==> config.mk <==
export PLATFORM = sky130hd
export DESIGN_NAME = instr_encoder_flat
export DESIGN_NICKNAME = d
export VERILOG_FILES = /design/src/rtl/instr_encoder_if.sv /design/src/rtl/instr_encoder.sv /design/src/flat_wrapper.sv
export SDC_FILE = /design/constraint.sdc
export NUM_CORES = 1
export LEC_CHECK = 0
export CORE_UTILIZATION = 50
export CTS_CLUSTER_DIAMETER = 30
export CTS_CLUSTER_SIZE = 25
export DETAILED_ROUTE_END_ITERATION = 6
export PLACE_DENSITY = 0.76
export SYNTH_ARGS = -nofsm -noshare
export SYNTH_HDL_FRONTEND = slang
export SYNTH_SLANG_ARGS = --single-unit
==> constraint.sdc <==
create_clock -name clk -period 5.9 [get_ports clk]
set_input_delay 0.59 -clock clk [delete_from_list [all_inputs] [get_ports clk]]
set_output_delay 0.59 -clock clk [all_outputs]
set_load 0.02 [all_outputs]
==> src/rtl/instr_encoder_if.sv <==
// rtl/instr_encoder_if.sv - request and encoded-word handshake bundle for instr_encoder
interface instr_encoder_if;
  logic        in_valid;
  logic        in_ready;
  logic [3:0]  in_class;
  logic [3:0]  in_alu_op;
  logic [2:0]  in_mask;
  logic [2:0]  in_br_type;
  logic [4:0]  in_rd;
  logic [4:0]  in_rs1;
  logic [4:0]  in_rs2;
  logic [31:0] in_imm;
  logic        out_valid;
  logic        out_ready;
  logic [31:0] out_instr;
  logic [31:0] out_addr;

  modport master (
    output in_valid, in_class, in_alu_op, in_mask, in_br_type,
           in_rd, in_rs1, in_rs2, in_imm, out_ready,
    input  in_ready, out_valid, out_instr, out_addr
  );

  modport slave (
    input  in_valid, in_class, in_alu_op, in_mask, in_br_type,
           in_rd, in_rs1, in_rs2, in_imm, out_ready,
    output in_ready, out_valid, out_instr, out_addr
  );
endinterface

==> src/rtl/instr_encoder.sv <==
// rtl/instr_encoder.sv - RV32I instruction encoder with address tagging and output FIFO
module instr_encoder #(
  parameter int          DEPTH     = 4,
  parameter logic [31:0] BASE_ADDR = 32'h0
) (
  input  logic                     clk,
  input  logic                     rst_n,
  input  logic                     clr,
  instr_encoder_if.slave           bus,
  output logic                     err,
  output logic [$clog2(DEPTH):0]   count
);
  localparam int             AW        = $clog2(DEPTH);
  localparam logic [AW:0]    DEPTH_CNT = (AW+1)'(DEPTH);

  logic [2:0]  f3;
  logic [6:0]  f7;
  logic [31:0] word;
  logic        illegal;
  logic        shamt_op;

  always_comb begin
    f3 = 3'b000;
    case (bus.in_alu_op)
      4'd1:       f3 = 3'b001;
      4'd2:       f3 = 3'b010;
      4'd3:       f3 = 3'b011;
      4'd4:       f3 = 3'b100;
      4'd5, 4'd6: f3 = 3'b101;
      4'd7:       f3 = 3'b110;
      4'd8:       f3 = 3'b111;
      default:    f3 = 3'b000;
    endcase
    f7       = (bus.in_alu_op == 4'd9 || bus.in_alu_op == 4'd6) ? 7'b0100000 : 7'b0000000;
    shamt_op = (bus.in_alu_op == 4'd1 || bus.in_alu_op == 4'd5 || bus.in_alu_op == 4'd6);
    illegal  = (bus.in_alu_op > 4'd9);
    word     = '0;
    case (bus.in_class)
      4'd0: word = {f7, bus.in_rs2, bus.in_rs1, f3, bus.in_rd, 7'b0110011};
      4'd1: begin
        if (shamt_op)
          word = {f7, bus.in_imm[4:0], bus.in_rs1, f3, bus.in_rd, 7'b0010011};
        else
          word = {bus.in_imm[11:0], bus.in_rs1, f3, bus.in_rd, 7'b0010011};
        if (bus.in_alu_op == 4'd9) illegal = 1'b1;
      end
      4'd2: begin
        word = {bus.in_imm[11:0], bus.in_rs1, bus.in_mask, bus.in_rd, 7'b0000011};
        if (bus.in_mask == 3'd3 || bus.in_mask == 3'd6 || bus.in_mask == 3'd7) illegal = 1'b1;
      end
      4'd3: begin
        word = {bus.in_imm[11:5], bus.in_rs2, bus.in_rs1, bus.in_mask,
                bus.in_imm[4:0], 7'b0100011};
        if (bus.in_mask > 3'd2) illegal = 1'b1;
      end
      4'd4: begin
        word = {bus.in_imm[12], bus.in_imm[10:5], bus.in_rs2, bus.in_rs1, bus.in_br_type,
                bus.in_imm[4:1], bus.in_imm[11], 7'b1100011};
        if (bus.in_br_type == 3'd2 || bus.in_br_type == 3'd3) illegal = 1'b1;
      end
      4'd5: word = {bus.in_imm[31:12], bus.in_rd, 7'b0110111};
      4'd6: word = {bus.in_imm[31:12], bus.in_rd, 7'b0010111};
      4'd7: word = {bus.in_imm[20], bus.in_imm[10:1], bus.in_imm[11], bus.in_imm[19:12],
                    bus.in_rd, 7'b1101111};
      4'd8: word = {bus.in_imm[11:0], bus.in_rs1, 3'b000, bus.in_rd, 7'b1100111};
      default: illegal = 1'b1;
    endcase
  end

  logic [31:0]   instr_mem [DEPTH];
  logic [31:0]   addr_mem  [DEPTH];
  logic [AW-1:0] rd_ptr_q, rd_ptr_d, wr_ptr_q, wr_ptr_d;
  logic [AW:0]   count_q, count_d;
  logic [31:0]   wr_addr_q, wr_addr_d;
  logic          err_q, err_d;
  logic          accept, push, pop;

  assign bus.in_ready  = (count_q < DEPTH_CNT) && !clr;
  assign bus.out_valid = (count_q != '0);
  assign bus.out_instr = bus.out_valid ? instr_mem[rd_ptr_q] : '0;
  assign bus.out_addr  = bus.out_valid ? addr_mem[rd_ptr_q]  : '0;
  assign err           = err_q;
  assign count         = count_q;

  // Illegal requests are consumed but never reach the FIFO or the address counter.
  assign accept = bus.in_valid && bus.in_ready;
  assign push   = accept && !illegal;
  assign pop    = bus.out_valid && bus.out_ready && !clr;

  always_comb begin
    rd_ptr_d  = rd_ptr_q;
    wr_ptr_d  = wr_ptr_q;
    count_d   = count_q;
    wr_addr_d = wr_addr_q;
    err_d     = err_q;
    if (clr) begin
      rd_ptr_d  = '0;
      wr_ptr_d  = '0;
      count_d   = '0;
      wr_addr_d = BASE_ADDR;
      err_d     = 1'b0;
    end else begin
      if (push) begin
        wr_ptr_d  = wr_ptr_q + 1'b1;
        wr_addr_d = wr_addr_q + 32'd4;
      end
      if (pop) rd_ptr_d = rd_ptr_q + 1'b1;
      case ({push, pop})
        2'b10:   count_d = count_q + 1'b1;
        2'b01:   count_d = count_q - 1'b1;
        default: count_d = count_q;
      endcase
      if (accept && illegal) err_d = 1'b1;
    end
  end

  always_ff @(posedge clk or negedge rst_n) begin
    if (!rst_n) begin
      rd_ptr_q  <= '0;
      wr_ptr_q  <= '0;
      count_q   <= '0;
      wr_addr_q <= BASE_ADDR;
      err_q     <= 1'b0;
    end else begin
      rd_ptr_q  <= rd_ptr_d;
      wr_ptr_q  <= wr_ptr_d;
      count_q   <= count_d;
      wr_addr_q <= wr_addr_d;
      err_q     <= err_d;
    end
  end

  // Storage needs no reset: the head is masked to zero whenever the FIFO is empty.
  always_ff @(posedge clk) begin
    if (push) begin
      instr_mem[wr_ptr_q] <= word;
      addr_mem[wr_ptr_q]  <= wr_addr_q;
    end
  end
endmodule

==> src/flat_wrapper.sv <==
// flat-port wrapper written by rule: the top's interface ports become plain ports
module instr_encoder_flat 
#(
  parameter int          DEPTH     = 4,
  parameter logic [31:0] BASE_ADDR = 32'h0
)
  (clk, rst_n, clr, err, count, bus_in_valid, bus_in_class, bus_in_alu_op, bus_in_mask, bus_in_br_type, bus_in_rd, bus_in_rs1, bus_in_rs2, bus_in_imm, bus_out_ready, bus_in_ready, bus_out_valid, bus_out_instr, bus_out_addr);
  instr_encoder_if bus_i ();
  input  logic clk;
  input  logic rst_n;
  input  logic clr;
  output logic err;
  output logic [$clog2(DEPTH):0] count;
  input wire logic [$bits(bus_i.in_valid)-1:0] bus_in_valid;
  input wire logic [$bits(bus_i.in_class)-1:0] bus_in_class;
  input wire logic [$bits(bus_i.in_alu_op)-1:0] bus_in_alu_op;
  input wire logic [$bits(bus_i.in_mask)-1:0] bus_in_mask;
  input wire logic [$bits(bus_i.in_br_type)-1:0] bus_in_br_type;
  input wire logic [$bits(bus_i.in_rd)-1:0] bus_in_rd;
  input wire logic [$bits(bus_i.in_rs1)-1:0] bus_in_rs1;
  input wire logic [$bits(bus_i.in_rs2)-1:0] bus_in_rs2;
  input wire logic [$bits(bus_i.in_imm)-1:0] bus_in_imm;
  input wire logic [$bits(bus_i.out_ready)-1:0] bus_out_ready;
  output wire logic [$bits(bus_i.in_ready)-1:0] bus_in_ready;
  output wire logic [$bits(bus_i.out_valid)-1:0] bus_out_valid;
  output wire logic [$bits(bus_i.out_instr)-1:0] bus_out_instr;
  output wire logic [$bits(bus_i.out_addr)-1:0] bus_out_addr;
  assign bus_i.in_valid = bus_in_valid;
  assign bus_i.in_class = bus_in_class;
  assign bus_i.in_alu_op = bus_in_alu_op;
  assign bus_i.in_mask = bus_in_mask;
  assign bus_i.in_br_type = bus_in_br_type;
  assign bus_i.in_rd = bus_in_rd;
  assign bus_i.in_rs1 = bus_in_rs1;
  assign bus_i.in_rs2 = bus_in_rs2;
  assign bus_i.in_imm = bus_in_imm;
  assign bus_i.out_ready = bus_out_ready;
  assign bus_in_ready = bus_i.in_ready;
  assign bus_out_valid = bus_i.out_valid;
  assign bus_out_instr = bus_i.out_instr;
  assign bus_out_addr = bus_i.out_addr;
  instr_encoder #(.DEPTH(DEPTH), .BASE_ADDR(BASE_ADDR)) u_core (.clk(clk), .rst_n(rst_n), .clr(clr), .bus(bus_i), .err(err), .count(count));
endmodule
==> impl_metrics.tcl <==
set metrics [dict create \
    ys_ff_latch 282 \
    setup_ws_ns 1.900 \
    grt.overflow.total 0 \
    dp_cells 1199 \
    r2r_end "u_core.wr_addr_q[30]" \
    grt_antenna_before_repair 0 \
    peakVddDrop_uv 241.4 \
    crit_path_end_kind "output port" \
    slowest_delay_ns 1.06 \
    path_max_fanout 46 \
    drc 0 \
    htree_levels 2 \
    skew_ns 0.01756 \
    r2r.worst_path.cells 5 \
    synth_most_common_cell "edfxtp_1" \
    worstSetupPathType "flop to output port" \
    final-max-slew-violation-count 0 \
    power_density_mw_per_mm2 428.8 \
    cts-resized-gates 0 \
    async_flop_share_pct 13.48 \
    diodes 0 \
    drv_cap 0 \
    fmax_ghz 0.2500 \
    status "finished, final reports clean" \
    rsz0062_at_grt "false" \
    post_cts_hold_buffer_count 0 \
    p_clk_share_pct 40.2 \
    cts_buffers 45 \
    hold_class "primary input to asynchronous set/reset pin" \
    cts-root-buf "clkbuf_16" \
    clockBufferDepth 3 \
    synth.yosys.warnings 0 \
    synth-main-ff-cell "edfxtp_1" \
    p_switching_mw 1.835 \
    r2r-start "u_core.wr_addr_q[6]" \
    die_w_um 159.6 \
    start_util_pct 51.07 \
    drtPass1Iterations 5 \
    die_h_um 159.6 \
    cts.sinks 282 \
    drt_iter0_markers 572 \
    grt_pass1_vias 7727 \
    syn_area_mm2 0.01242 \
    nets 999 \
    drive_gt1_share_pct 17.33 \
    setup_violations 0 \
    io_buffers 133 \
    synthTopCellsByCount "edfxtp_1, and2_1, mux4_2, a21oi_1, dfrtp_1" \
    cp-start-kind "flop" \
    clock_latency_ns 0.53 \
    pin_count 136 \
    yosys.area.top_type_share_pct 59.00 \
    combPwrFrac_pct 25.0 \
    grt_pass1_wl_um 41810 \
    die-area_mm2 0.02547 \
    min_period_ns 4.000 \
    cts_tree "done" \
    switching_share_pct 27.43 \
    crit_required_ns 5.31 \
    post-cts-setup-buffers 0 \
    reg2reg_slack_ns 2.82 \
    worst_slew_pin_slew_ns 1.198 \
    core-area_mm2 0.02432 \
    cpMaxStageDelayCell "dfrtp_4" \
    p_leak_nw 5.381 \
    fin_hold_ws_ns 0.2128 \
    grt_util_all_layers_pct 21.27 \
    routed_wl_um 26720 \
    hold_viol 0 \
    syn_to_final_growth_pct 25.61 \
    syn_inst 783 \
    crit_chain "buf_4 > mux4_2 > and2_1 > clkdlybuf4s50_1" \
    num_rows 57 \
    gp_congestion 0.8425 \
    synth-edff-count 244 \
    post-place-ws_ns 1.741 \
    dp.final_hpwl_um 15610 \
    yosysSeqAreaShare_pct 66.65 \
    fin_crit_sh_pct 67.79 \
    routedWlPerCell_um 20.84 \
    synthTopCellsByArea "edfxtp_1, mux4_2, dfrtp_1" \
    crit_arrival_ns 3.41 \
    vias_per_cell 5.869 \
    yosysTopAreaCell "edfxtp_1" \
    maxSlewHeadroom_pct 19.93 \
    synth_cell_types 61 \
    clk_pin_slew_worst_paths_ns 0.05 \
    avgSynthCellArea_um2 15.86 \
    internal-power_mw 4.854 \
    num_vias 7524 \
    grt_max_degree 65 \
    layoutNonFillerInstCount 1282 \
    ant_nets 0 \
    fin_setup_tns_ns 0 \
    pwr-share-seq_pct 34.8 \
]
-- registers in the layout (all words and copies together) (netlist names) --
register and count:
u_core.rd_ptr_q 2, u_core.instr_mem 124, u_core.wr_ptr_q 2, u_core.count 3, u_core.addr_mem 120, u_core.err 1, u_core.wr_addr_q 30
-- cell families after synthesis --
family	synth area share, %
AO/OA/AOI/OAI	7.314
flip-flops	66.65
AND/OR/NAND/NOR	9.128
multiplexers	12.34
buffers and inverters	2.871
other	0.03019
adder cells (fa/ha/maj)	1.169
XOR/XNOR	0.4937
-- cells in the final DEF, fill, tap and decap left out, types with 9 or more instances in the layout --
master,netlist,routed
a21oi_1,42,42
clkdlybuf4s50_1,0,132
clkbuf_16,0,51
buf_4,5,12
a22o_1,15,15
o31ai_1,22,22
or4_1,22,22
nand3_1,13,13
inv_1,21,21
nand4_1,9,9
o21ai_0,19,19
nand2_1,22,22
mux4_2,61,61
mux2i_1,11,11
dfrtp_1,38,36
edfxtp_1,244,244
and2_1,68,68
ha_1,10,10
nor2_1,33,29
-- per-layer routing --
layer / share of wire [%] / up-vias / routed length, um / global-route usage (%)
met5: 0 / - / 0 / 0
met4: 2.5 / 0 / 659 / 8.173
met3: 5.6 / 44 / 1497 / 3.933
met2: 50 / 274 / 13290 / 35.17
met1: 42 / 3818 / 11280 / 28.11
li1: - / 3388 / - / -
-- power by group through the flow --
stage / sequential [mW] / combinational [mW] / clock (mW)
after detailed placement: 2.37 / 1.68 / 0
after global placement: 2.37 / 1.67 / 0
after CTS: 2.33 / 1.69 / 2.73
after floorplan: 2.27 / 1.08 / 0
final: 2.33 / 1.67 / 2.69
after global routing: 2.34 / 1.78 / 2.82
-- layout make-up --
class,count,area [um2]
clock buffer,56,1295
clock inverter,27,301.5
fill,1670,8720
inverter,21,78.83
multi-input combinational,427,3820
sequential,282,8283
tap,324,405.4
timing repair buffer,145,1416
-- worst max-delay path by stage --
stage,depth (start not counted),startpoint,to
global route,4,u_core.rd_ptr_q[0],bus_out_instr[4]
CTS,4,u_core.rd_ptr_q[0],bus_out_instr[4]
floorplan,7,bus_in_class[0],u_core.addr_mem[0][10]
finish,4,u_core.rd_ptr_q[0],bus_out_instr[4]
detailed placement,10,bus_in_class[2],u_core.count[2]
global placement,10,bus_in_class[2],u_core.count[2]
-- metrics by stage --
stage,utilization (%),power [mW],instance area (um2)
after floorplan,-,3.349,12420
after global placement,57.58,4.041,14000
after global routing,64.15,6.944,15600
after detailed placement,57.58,4.056,14000
after CTS,64.15,6.758,15600
final,64.15,6.689,15600
-- worst max-delay path, delay by kind of cell, from the launching register on --
| family | cells | cell delay, ns |
|---|---|---|
| DFF | 1 | 1.06 |
| and+or+nand+nor | 1 | 0.19 |
| muxes | 1 | 0.58 |
| buffers and inverters | 2 | 1.03 |
No activity file was read; power rests on OpenSTA's default activity.
